==> src/rtl/rx_word_buffer_pkg.sv <==
// Shared constants and helpers for the receive word buffer.
package rx_buf_pkg;

  localparam int RXB_WORD_W = 10;
  localparam logic [1:0] RXB_TAG_EOF = 2'b11;

  // Occupancy counter width: one extra bit so DEPTH itself is representable.
  function automatic int RXB_CNT_W(input int depth);
    return $clog2(depth) + 1;
  endfunction

endpackage

==> src/rtl/rx_word_buffer_if.sv <==
// Receiver-side capture, consumer handshake and status signals of rx_word_buffer.
interface rx_word_buffer_if import rx_buf_pkg::*; #(
  parameter int WORD_W = RXB_WORD_W,
  parameter int DEPTH  = 4
);

  localparam int CNT_W = RXB_CNT_W(DEPTH);

  logic              flush;
  logic              rx_done;
  logic [WORD_W-1:0] rx_data;
  logic              rx_enable;
  logic [WORD_W-1:0] out_data;
  logic              out_valid;
  logic              out_ready;
  logic [CNT_W-1:0]  count;
  logic              overflow;
  logic              eof;

  modport master (
    output flush, rx_done, rx_data, out_ready,
    input  rx_enable, out_data, out_valid, count, overflow, eof
  );

  modport slave (
    input  flush, rx_done, rx_data, out_ready,
    output rx_enable, out_data, out_valid, count, overflow, eof
  );

endinterface

==> src/rtl/rx_word_buffer_mem.sv <==
// DEPTH x WORD_W register array: one synchronous write port, asynchronous read.
module sync_fifo_mem #(
  parameter int WORD_W = 10,
  parameter int DEPTH  = 4,
  parameter int AW     = $clog2(DEPTH)
) (
  input  logic              clk,
  input  logic              we,
  input  logic [AW-1:0]     waddr,
  input  logic [WORD_W-1:0] wdata,
  input  logic [AW-1:0]     raddr,
  output logic [WORD_W-1:0] rdata
);

  logic [WORD_W-1:0] mem_q [DEPTH];

  always_ff @(posedge clk) begin
    if (we) mem_q[waddr] <= wdata;
  end

  assign rdata = mem_q[raddr];

endmodule

==> src/rtl/rx_word_buffer.sv <==
// Captures completed receiver words into a show-ahead FIFO with valid/ready output.
// Build option: define RX_WORD_BUFFER_EOF_EN to treat tag 2'b11 words as end-of-stream markers.
module rx_word_buffer import rx_buf_pkg::*; #(
  parameter int WORD_W = RXB_WORD_W,
  parameter int DEPTH  = 4
) (
  input  logic           clk,
  input  logic           rst,
  rx_word_buffer_if.slave bus
);

  localparam int AW    = $clog2(DEPTH);
  localparam int CNT_W = RXB_CNT_W(DEPTH);
  localparam logic [CNT_W-1:0] FULL_CNT = CNT_W'(DEPTH);

  logic             done_q, done_d;
  logic [AW-1:0]    wptr_q, wptr_d;
  logic [AW-1:0]    rptr_q, rptr_d;
  logic [CNT_W-1:0] count_q, count_d;
  logic             overflow_q, overflow_d;
  logic             eof_q, eof_d;

  logic              push_req, full, empty, pop;
  logic              is_marker, accept, push_ok;
  logic [WORD_W-1:0] rdata;

  assign push_req = bus.rx_done & ~done_q;
  assign full     = (count_q == FULL_CNT);
  assign empty    = (count_q == '0);
  assign pop      = ~empty & bus.out_ready;

`ifdef RX_WORD_BUFFER_EOF_EN
  assign is_marker = (bus.rx_data[WORD_W-1 -: 2] == RXB_TAG_EOF);
`else
  assign is_marker = 1'b0;
`endif

  // Markers and post-eof words never reach the FIFO and never count as overflow.
  assign accept  = push_req & ~is_marker & ~eof_q;
  assign push_ok = accept & ~full;

  always_comb begin
    done_d     = bus.rx_done;
    wptr_d     = wptr_q + AW'(push_ok);
    rptr_d     = rptr_q + AW'(pop);
    count_d    = count_q + CNT_W'(push_ok) - CNT_W'(pop);
    overflow_d = overflow_q | (accept & full);
    eof_d      = eof_q | (push_req & is_marker);
    if (bus.flush) begin
      done_d     = 1'b0;
      wptr_d     = '0;
      rptr_d     = '0;
      count_d    = '0;
      overflow_d = 1'b0;
      eof_d      = 1'b0;
    end
  end

  always_ff @(posedge clk) begin
    if (rst) begin
      done_q     <= 1'b0;
      wptr_q     <= '0;
      rptr_q     <= '0;
      count_q    <= '0;
      overflow_q <= 1'b0;
      eof_q      <= 1'b0;
    end else begin
      done_q     <= done_d;
      wptr_q     <= wptr_d;
      rptr_q     <= rptr_d;
      count_q    <= count_d;
      overflow_q <= overflow_d;
      eof_q      <= eof_d;
    end
  end

  sync_fifo_mem #(
    .WORD_W (WORD_W),
    .DEPTH  (DEPTH),
    .AW     (AW)
  ) u_mem (
    .clk   (clk),
    .we    (push_ok & ~bus.flush & ~rst),
    .waddr (wptr_q),
    .wdata (bus.rx_data),
    .raddr (rptr_q),
    .rdata (rdata)
  );

  assign bus.rx_enable = ~full;
  assign bus.out_valid = ~empty;
  assign bus.out_data  = empty ? '0 : rdata;
  assign bus.count     = count_q;
  assign bus.overflow  = overflow_q;
  assign bus.eof       = eof_q;

endmodule

==> src/flat_wrapper.sv <==
// flat-port wrapper written by rule: the top's interface ports become plain ports
module rx_word_buffer_flat import rx_buf_pkg::*;
#(
  parameter int WORD_W = RXB_WORD_W,
  parameter int DEPTH  = 4
)
  (clk, rst, bus_flush, bus_rx_done, bus_rx_data, bus_out_ready, bus_rx_enable, bus_out_data, bus_out_valid, bus_count, bus_overflow, bus_eof);
  rx_word_buffer_if #(.WORD_W(WORD_W), .DEPTH(DEPTH)) bus_i ();
  input  logic clk;
  input  logic rst;
  input wire logic [$bits(bus_i.flush)-1:0] bus_flush;
  input wire logic [$bits(bus_i.rx_done)-1:0] bus_rx_done;
  input wire logic [$bits(bus_i.rx_data)-1:0] bus_rx_data;
  input wire logic [$bits(bus_i.out_ready)-1:0] bus_out_ready;
  output wire logic [$bits(bus_i.rx_enable)-1:0] bus_rx_enable;
  output wire logic [$bits(bus_i.out_data)-1:0] bus_out_data;
  output wire logic [$bits(bus_i.out_valid)-1:0] bus_out_valid;
  output wire logic [$bits(bus_i.count)-1:0] bus_count;
  output wire logic [$bits(bus_i.overflow)-1:0] bus_overflow;
  output wire logic [$bits(bus_i.eof)-1:0] bus_eof;
  assign bus_i.flush = bus_flush;
  assign bus_i.rx_done = bus_rx_done;
  assign bus_i.rx_data = bus_rx_data;
  assign bus_i.out_ready = bus_out_ready;
  assign bus_rx_enable = bus_i.rx_enable;
  assign bus_out_data = bus_i.out_data;
  assign bus_out_valid = bus_i.out_valid;
  assign bus_count = bus_i.count;
  assign bus_overflow = bus_i.overflow;
  assign bus_eof = bus_i.eof;
  rx_word_buffer #(.WORD_W(WORD_W), .DEPTH(DEPTH)) u_core (.clk(clk), .rst(rst), .bus(bus_i));
endmodule
==> config.mk <==
export PLATFORM = sky130hd
export DESIGN_NAME = rx_word_buffer_flat
export DESIGN_NICKNAME = d
export VERILOG_FILES = /design/src/rtl/rx_word_buffer_pkg.sv /design/src/rtl/rx_word_buffer_if.sv /design/src/rtl/rx_word_buffer_mem.sv /design/src/rtl/rx_word_buffer.sv /design/src/flat_wrapper.sv
export SDC_FILE = /design/constraint.sdc
export NUM_CORES = 1
export LEC_CHECK = 0
export CORE_ASPECT_RATIO = 1.75
export CORE_MARGIN = 1.5
export CORE_UTILIZATION = 45
export CTS_CLUSTER_SIZE = 20
export DETAILED_ROUTE_END_ITERATION = 10
export PLACE_DENSITY = 0.66
export SYNTH_ARGS = -nofsm -noshare
export SYNTH_HDL_FRONTEND = slang
export SYNTH_SLANG_ARGS = --single-unit
==> constraint.sdc <==
create_clock -name clk -period 6.3 [get_ports clk]
set_clock_uncertainty 0.1 [all_clocks]
set_input_delay 1.575 -clock clk [delete_from_list [all_inputs] [get_ports clk]]
set_output_delay 1.575 -clock clk [all_outputs]
set_load 0.01 [all_outputs]
After elaboration in Yosys (flattened, before gate mapping)
Memories as Yosys holds them, arrays and structs flattened. A register that Yosys moved wholly into a read port is not among the register bits.
Index checks and enable logic that the tools add are counted.
{ "classes": {"n_eq_ne": 1, "n_mux": 4, "bitwise": 12, "addsub": 4, "reduce_logical": 2} }
{ "ops": {"columns": ["operator", "count"], "rows": [
  ["10-bit two-way mux", 1],
  ["1-bit AND", 6],
  ["1-bit inverter", 5],
  ["2-bit by 1-bit adder with 2-bit output", 2],
  ["3-bit by 1-bit adder with 3-bit output", 1],
  ["3-bit equality test (second input constant)", 1],
  ["3-bit zero test", 1],
  ["3-bit by 1-bit subtractor with 3-bit output", 1],
  ["1-bit two-way mux", 2],
  ["2-bit two-way mux", 1],
  ["2-bit OR reduction", 1],
  ["1-bit OR", 1]
]} }
{ "word_totals": {"word_cells": 29, "register_bits": 9, "out_inout_bits": 17, "ramBits": 40, "n_memories": 1, "input_bits": 15} }
{ "memory_table": {"columns": ["name", "depth", "word_bits", "read_ports", "rd_ports_with_merged_regs", "write_ports", "line", "text"], "rows": [
  ["u_core.u_mem.mem_q", 4, 10, 1, 1, 1, "rx_word_buffer_mem.sv:15", "logic [WORD_W-1:0] mem_q [DEPTH];"]
]} }

Depth between registers and ports, before layout
{ "logic_depth": {"ltp_word": 7, "ltp_mapped": 9} }

Cells and area by module
From an unflattened synthesis, not the netlist that was laid out.
{ "unflattened": {"cells_unflattened": 111, "area_unflattened_um2": 1965.6} }
{ "modules_own_cells": {"columns": ["mod", "area_per_inst_um2", "instances", "cells_per_inst"], "rows": [
  ["sync_fifo_mem", 1473.9, 1, 56],
  ["rx_word_buffer", 491.7, 1, 55]
]} }

Worst setup path after synthesis
OpenSTA, ideal clock, no wires.
{ "synth_path": {"kind": "input port to flip-flop", "from": "input port bus_flush", "to": "memory u_core.u_mem.mem_q[1][0] (enable)", "n_path_buf": 0, "required_time_ns": 5.808, "slack_ns": 2.992, "setup_ns": 0.392, "t_arrival_ns": 2.816, "stages": 3, "path_cell_list": "nor2_1 nand3_1 nor3b_1"} }
{ "synth_via": {"elab_chain_len": 5} }
{ "synth_rtl": {"columns": ["element", "line", "text"], "rows": [
  ["start: declaration", "flat_wrapper.sv:11", "input wire logic [$bits(bus_i.flush)-1:0] bus_flush;"],
  ["1-bit inverter", "rx_word_buffer.sv:83", ".we (push_ok & ~bus.flush & ~rst),"],
  ["1-bit AND (2 in a row)", "rx_word_buffer.sv:83", null],
  ["1-bit two-way mux", "rx_word_buffer_mem.sv:18", "if (we) mem_q[waddr] <= wdata;"],
  ["1-bit two-way mux (implied by the code)", "rx_word_buffer_mem.sv:18", null],
  ["end: declaration", "rx_word_buffer_mem.sv:15", null]
]} }
No other way between the ends.

==> metrics.md <==
| Metric | Value |
|---|---|
| Status | completed |
| Cells after synthesis | 110 |
| Largest net degree at the start of global routing | 15 |
| Clk sinks | 49 |
| Worst hold slack | about 380 ps |
| Most frequent cells in the layout | 40 x edfxtp_1, 30 x clkdlybuf4s50_1, 11 x nor2b_1 |
| Worst-path cell chain | mux4_2 > nor2b_4 > clkdlybuf4s50_1 |
| Antenna diodes | 0 |
| Max Root-Sink Buffers | 2 |
| Total Wirelength | ~3.1 mm |
| Actual slew at the worst max-slew pin | approximately 1000 ps |
| Per-cell routed wire length | between 15 and 20 µm |
| Pre-CTS WS | roughly 2500 ps |
| Crit-path slowest cell | dfxtp_1 |
| Hpwl dp | ~2.2 mm |
| Worst skew pair latency | approximately 290 ps |
| Commonest non-fill, non-tap cell in the layout | edfxtp_1 |
| CP Capture Type | output port |
| DR vias | roughly 1000 |
| Filler cells | 339 |
| # setup viols final | 0 |
| Final Hold Vio Count | 0 |
| Die Y | 90.6 µm |
| IO Port Bufs | 30 |
| Ys async rst share | 0% |
| Top FF cell, synth | edfxtp_1 |
| Post-synth EDFFs | 40 |
| Max-slew violation count | 0 |
| Grt ovf | 0 |
| Net Count, Synth | 130 |
| Top-area cell type share of the netlist area | around three fifths |
| Core ar. | approximately 4200 µm² |
| Mapped cell area | ~2000 µm² |
| CTS Hold Buffers Added | 0 |
| Root Buffer | clkbuf_8 |
| Maximum vdd ir drop | 0.000244 V |
| Startpoint Class | flop |
| Overall Global Routing Usage | 15.4% |
| Initial Utilization | between 40% and 50% |
| Relative slew slack | about 30% |
| Total negative slack | 0 ps |
| Drt initial violations | 39 |
| Post-synth top area cell | edfxtp_1 |
| Max-cap violations | 0 |
| Total power | between 0.6 and 0.7 mW |
| First-pass GRT wire length | about 5.3 mm |
| TritonCTS clock tree | yes |
| Synthesized area per cell | 17.9 µm² |
| GP Congestion | 0.728 |
| # H-tree levels | 2 |
| Die area | between 4000 and 5000 µm² |
| Final worst-path setup slack | between 2000 and 2500 ps |
| Top cells by area, synth | edfxtp_1 61%, mux4_2 11%, dfxtp_1 9.1% |
| Routed vias/inst | about 5.2 |
| CP arrival | 2330 ps |
| Nets | approximately 170 |
| Number of global-route vias before repair | about 1200 |
| Netlist cell types | 22 |
| Final ANT Viol Nets | 0 |
| Yosys warns | 0 |
| Area Overhead vs Synth | 22.6% |
| Crit Path Class | flop to output port |
| DRT Pass-1 Iters | 4 |
| Worst endpoint required time | 4620 ps |
| Fraction of layout cells with a size suffix above 1 | 15.0% |
| Unrepaired setup endpoints after global routing | no |
| Initial antenna violation count | 0 |
| Fmax | ~250 MHz |
| Die X | 53.1 µm |
| CP peak stage delay | roughly 800 ps |
| Maximum fanout along the worst path | 11 |
| Fin crit share | between 60% and 70% |
| Post-CTS setup buffer count | 0 |
| Synth Register Bits | 49 |
| Post-synthesis sequential area ratio | between 60% and 70% |
| Tmin final | about 4000 ps |
| PostCTS Resize Cnt | 0 |
| Post-route DRC | 0 |
| I/O pin count | 32 |
| TritonCTS Buffers | 5 |
| Num rows | 31 |
| Clk pin slew, worst setup/hold paths | around 80 ps |
| Finished Core Util | between 50% and 60% |
| Worst hold path type | flop to flop |
| Power Dens Cells | approximately 270 nW/µm² |
| Leakage power | 0.795 nW |
-- per-stage QoR --
stage               cell area [µm²]  instances
global placement               2330        188
detailed placement             2330        188
floorplan                      1970        110
finish                         2420        196
CTS                            2420        196
global route                   2420        196
-- worst paths after layout --
kind / end / cells after the start / start / slack, ps
setup / recovery: bus_out_data[9] / 3 / u_core.rptr_q[0] / 2300
hold / removal: u_core.bus.overflow / 1 / u_core.bus.overflow / 380
setup reg to reg: u_core.bus.count[2] / 9 / u_core.bus.count[0] / 3350
hold reg to reg: u_core.bus.overflow / 1 / u_core.bus.overflow / 380
-- power by group --
part | total, mW | leakage [nW] | switching [mW] | internal, mW
Combinational | 0.110 | 0.315 | 0.0477 | 0.0620
Clock | 0.181 | 0.0455 | 0.0915 | 0.0895
Sequential | 0.364 | 0.434 | 0.00735 | 0.357
Total | 0.655 | 0.795 | 0.147 | 0.508
-- layout make-up --
cell class	count	area [µm²]	share of cell area [%]
clock buffers	8	90.1	3.72
well taps	49	61.3	2.53
flip-flops and latches	49	1380	57.1
inverters	5	18.8	0.776
repair buffers	33	323	13.3
multi-input cells	52	546	22.5
-- cells in the mapped netlist (2+ instances only) --
library cell / number
nor2b_1: 11
dfxtp_1: 9
mux4_2: 10
buf_2: 2
nor3_1: 4
nor2b_4: 2
ha_1: 4
nor3b_1: 2
nor2_1: 2
inv_1: 5
edfxtp_1: 40
and2_1: 6
xnor2_1: 4
-- worst max-delay path: cells and delay by family (launching register included) --
family	cells	cell delay [ps]
mux	1	600
buf+inv	1	500
flops	1	800
simple gates	1	140
-- state kept, by name (all words and copies together), names as in the netlist --
name,cells
u_core.rptr_q,2
u_core.wptr_q,2
u_core.u_mem.mem_q,40
u_core.done_q,1
u_core.bus.overflow,1
u_core.bus.count,3
-- metal layers --
| layer | share of wire [%] | vias to the layer above | global-route usage [%] |
|---|---|---|---|
| met1 | 36 | 508 | 16.6 |
| met2 | 57 | 33 | 27.5 |
| met3 | 3.9 | 8 | 3.15 |
| met5 | 0 | - | 0 |
| li1 | - | 476 | - |
| met4 | 2.5 | 0 | 6.62 |
-- kinds of logic after synthesis --
kind of cell / count (synthesis) / synth area share, %
flops: 49 / 70.0
simple gates: 31 / 10.3
mux: 10 / 11.4
buf+inv: 9 / 2.41
fa+ha+maj: 5 / 3.55
xor+xnor: 4 / 1.77
other cells: 1 / 0.190
compound gates: 1 / 0.380
Power figures use the tool's default switching activity.
==> edit 1: new RTL, same flow settings <==
The option `RX_WORD_BUFFER_EOF_EN` is turned on by a define.
--- a/src/rtl/rx_word_buffer.sv
+++ b/src/rtl/rx_word_buffer.sv
@@ -1,4 +1,6 @@
 // Captures completed receiver words into a show-ahead FIFO with valid/ready output.
 // Build option: define RX_WORD_BUFFER_EOF_EN to treat tag 2'b11 words as end-of-stream markers.
+`define RX_WORD_BUFFER_EOF_EN
+
 module rx_word_buffer import rx_buf_pkg::*; #(
   parameter int WORD_W = RXB_WORD_W,
Check against the original RTL: not equivalent (a bounded check fails within 4 cycles, from zero or initial values).
==> edit 1 against the unedited design <==
  * Final area up 7.9%
  * Sequential cell count up 1
  * Power up 9.8%
  * Synthesized area up 6.7%
  * Cell count up 6.6%
  * Synthesized cell count up 10%
  * Global-route usage up 0.59 points
  * Worst setup slack worse by 0.054 ns
  * Sequential power up 1%
  * Routed wire length up 11%
  * Largest power group unchanged
==> edit 1: results (changes against the unedited design) <==
stage,metric,value,unit,change
placed_design,dpl hpwl,2.55,mm,+15%
synthesis,part of the Yosys area used for sequential elements,66.5,%,-3.4 points
power,leakage,0.880,nW,+11%
final_layout,Final nets,174,,+4.8%
global_route,met3 capacity usage during global routing,2.88,%,-0.27 points
global_route,met1 track utilization from global routing,17.5,%,+0.95 points
worst_setup_path,Critical Path Fanout Max,12,,+1
power,Cell Pwr Density,275,nW/µm²,+1.8%
placed_design,standard cell area after detailed placement,2480,µm²,+6.4%
worst_hold_path,hold-critical path depth,2,,+1
worst_setup_path,flop-to-flop setup slack,3.86,ns,+0.51 ns
route,Detailed Route Iter0 Violations,25,,-36%
global_route,overall routing resource usage,16.0,%,+0.59 points
placed_design,port bufs,31,,+3.3%
placed_design,Placer Congestion,0.800,,+9.8%
status,run status,completed,,
route,Vias/cell,5.32,,+1.7%
route,met3 wire length,90,µm,-26%
route,Met2 Routed Length,1.97,mm,+9.6%
power,net switching fraction of the power,20.5,%,-1.9 points
sta,slew at the pin closest to its max-slew limit,1.12,ns,+0.0762 ns
final_layout,Final Instance Count excl. Fillers,209,,+6.6%
sta,share of the cycle needed by the critical path after routing,64.4,%,+0.86 points
global_route,fraction of met2 tracks used by global routing,28.0,%,+0.48 points
worst_setup_path,data arrival time of the critical path,2.38,ns,+0.05 ns
power,proportion of power drawn by the clock network,35.3,%,+7.6 points
synthesis,top area cells in the synthesized netlist,"sky130_fd_sc_hd__edfxtp_1 57%, sky130_fd_sc_hd__dfxtp_1 9.5%, sky130_fd_sc_hd__mux4_2 8.6%",,
synthesis,cell types with the highest counts after synthesis,"40 x sky130_fd_sc_hd__edfxtp_1, 10 x sky130_fd_sc_hd__dfxtp_1, 10 x sky130_fd_sc_hd__nor2_1",,
route,total detailed-routing wirelength,3.47,mm,+11%
synthesis,number of nets in the synthesized netlist,138,,+6.2%
power,largest vdd supply drop,240,µV,-1.4%
final_layout,fraction of layout cells with a size suffix above 1,20.3,%,+5.3 points
placed_design,count of placed standard cells including taps,201,,+6.9%
global_route,first-pass GRT wire length,5.54,mm,+5.0%
global_route,pin count of the biggest net entering global routing,16,,+1
## edit 1: cell types whose count changed after synthesis, sizes merged, moves of 3 or more
cell | before | now
nor2b | 13 | 10
ha | 4 | 1
xnor2 | 4 | 0
mux2i | 0 | 3
xor2 | 0 | 3
nor2 | 2 | 10
nand2 | 1 | 5
and2 | 6 | 2
## edit 1: cell type report
class                   count  area [µm²]
fillers                   350        1830
flip-flops and latches     50        1400
multi-input cells          62         669
repair buffers             33         325
clock buffers               5        68.8
clock inverters             3        63.8
well taps                  51        63.8
inverters                   5        18.8
## edit 1: kinds of logic (layout without fill, tap and decap cells)
group	count (synthesis)	count (layout)	synth area share, %
buf+inv	9	46	2.20
compound gates	4	4	1.60
fa+ha+maj	2	2	1.54
mux	13	13	12.5
xor+xnor	3	3	1.25
simple gates	40	40	14.4
flops	50	50	66.5
## edit 1: worst max-delay path, delay by kind of cell (launching register included)
kind | cells | cell delay, ns
buffers and inverters | 1 | 0.48
DFF | 1 | 0.81
and+or+nand+nor | 1 | 0.15
muxes | 1 | 0.65
==> edit 2: new RTL, config.mk and constraints unchanged <==
Made on the original files. Reset style: asynchronous (`rst`), changed in one clocked block.
--- a/src/rtl/rx_word_buffer.sv
+++ b/src/rtl/rx_word_buffer.sv
@@ -57,5 +57,5 @@
   end
 
-  always_ff @(posedge clk) begin
+  always_ff @(posedge clk or posedge rst) begin
     if (rst) begin
       done_q     <= 1'b0;
Behaviour: differs if rst is asserted again (counterexample within 4 cycles, from zero or initial values and one cycle with rst high); with rst held inactive, the same outputs for 10 cycles.
==> edit 2 against the unedited design <==
  * Critical path depth did not move
  * Worst setup slack improved by 0.022 ns
  * Non-clock buffer count fell by 2
  * Routed wire length rose by 8.1%
  * Sequential cell count did not move
  * First-iteration DRC count fell by 79%
  * Via count fell by 1.8%
  * Highest routed layer unchanged
  * Final area rose by 2.1%
  * Synthesized area rose by 2.5%
  * Critical endpoint is now bus_out_data[1]
  * Cell count rose by 0.51%
Power is not compared: it rests on default switching activity, and its combinational part moved more than twofold at a synthesized area within 25%.
==> edit 2: results (changes against the unedited design) <==
stage,metric,value,unit,change
final_layout,final-layout clock-cell area share,4.30,%,+0.58 points
worst_setup_path,source of the worst register-to-register timing path,u_core.bus.count[1]$_DFF_PP0_,,
final_layout,Multi-In Gates,51,,-1.9%
global_route,fraction of met2 tracks used by global routing,28.6,%,+1.1 points
worst_setup_path,cell at the slowest stage of the critical path,sky130_fd_sc_hd__dfrtp_1,,
placed_design,Placer Congestion,0.683,,-6.2%
worst_setup_path,flop-to-flop setup slack,3.59,ns,+0.24 ns
route,count of vias placed by the detailed router,1007,,-1.8%
global_route,first-pass GRT wire length,5.34,mm,+1.2%
route,total detailed-routing wirelength,3.39,mm,+8.1%
worst_setup_path,endpoint of the lowest-slack register-to-register path,u_core.bus.count[2]$_DFF_PP0_,,
placed_design,standard cell area after detailed placement,2360,µm²,+1.5%
synthesis,number of nets in the synthesized netlist,132,,+1.5%
synthesis,count of mapped cells out of synthesis,112,,+1.8%
route,met3 wire length,126,µm,+4.1%
placed_design,post-placement setup slack,2.25,ns,-0.296 ns
final_layout,count of fill cells added during filler insertion,357,,+5.3%
floorplanning,placeable core area,4360,µm²,+4.2%
final_layout,proportion of final cell area spent on non-clock buffers,12.5,%,-0.88 points
final_layout,area of the multi-input gates,541,µm²,-0.92%
status,run status,completed,,
global_route,overall routing resource usage,15.8,%,+0.45 points
synthesis,part of the Yosys area used for sequential elements,70.5,%,+0.54 points
sta,worst slew slack as a fraction of its limit,40.0,%,+10 points
final_layout,Area Overhead vs Synth,22.1,%,
final_layout,layout clock buffer count,6,,-2
worst_setup_path,critical path capture point,bus_out_data[1],,
sta,WHS,0.458,ns,+0.0797 ns
synthesis,proportion of register bits with asynchronous set or reset after synthesis,18.4,%,+18 points
worst_hold_path,hold-critical path depth,2,,+1
route,Met2 Routed Length,1.99,mm,+11%
final_layout,Seq. cell area,1430,µm²,+3.3%
global_route,met3 capacity usage during global routing,3.91,%,+0.76 points
global_route,met1 track utilization from global routing,17.0,%,+0.47 points
placed_design,dpl hpwl,2.49,mm,+13%
route,Detailed Route Iter0 Violations,8,,-79%
worst_setup_path,data arrival time of the critical path,2.31,ns,-0.02 ns
worst_hold_path,critical hold path startpoint,u_core.bus.overflow$_DFF_PP0_,,
synthesis,top area cells in the synthesized netlist,"sky130_fd_sc_hd__edfxtp_1 59%, sky130_fd_sc_hd__dfrtp_1 11%, sky130_fd_sc_hd__mux4_2 11%",,
-- edit 2: changes by cell type in the layout (fill, tap and decap cells not counted), sizes merged, moves of 2 or more --
cell    unedited run  this run
and2               6         0
inv                5         7
buf                3         1
nor2b             13        15
dfrtp              0         9
nor2               2         7
nor3               5         2
dfxtp              9         0
clkbuf             8         6
-- edit 2: cell families (layout without fill, tap and decap cells) --
kind of cell	Yosys count	count (layout)	share of synthesized area (%)
adder cells (fa/ha/maj)	5	5	3.46
AND/OR/NAND/NOR	30	30	9.65
AO/OA/AOI/OAI	1	1	0.309
buffers and inverters	12	46	3.03
multiplexers	10	10	11.1
XOR/XNOR	4	4	1.73
other	1	1	0.185
flip-flops	49	49	70.5
-- edit 2: worst reg2reg max path, delay by kind of cell, from the launching register on --
| kind | cells | cell delay (ns) |
|---|---|---|
| simple gates | 3 | 0.92 |
| flops | 1 | 0.49 |
| buf+inv | 2 | 0.10 |
| xor+xnor | 1 | 0.19 |
| fa+ha+maj | 3 | 0.81 |
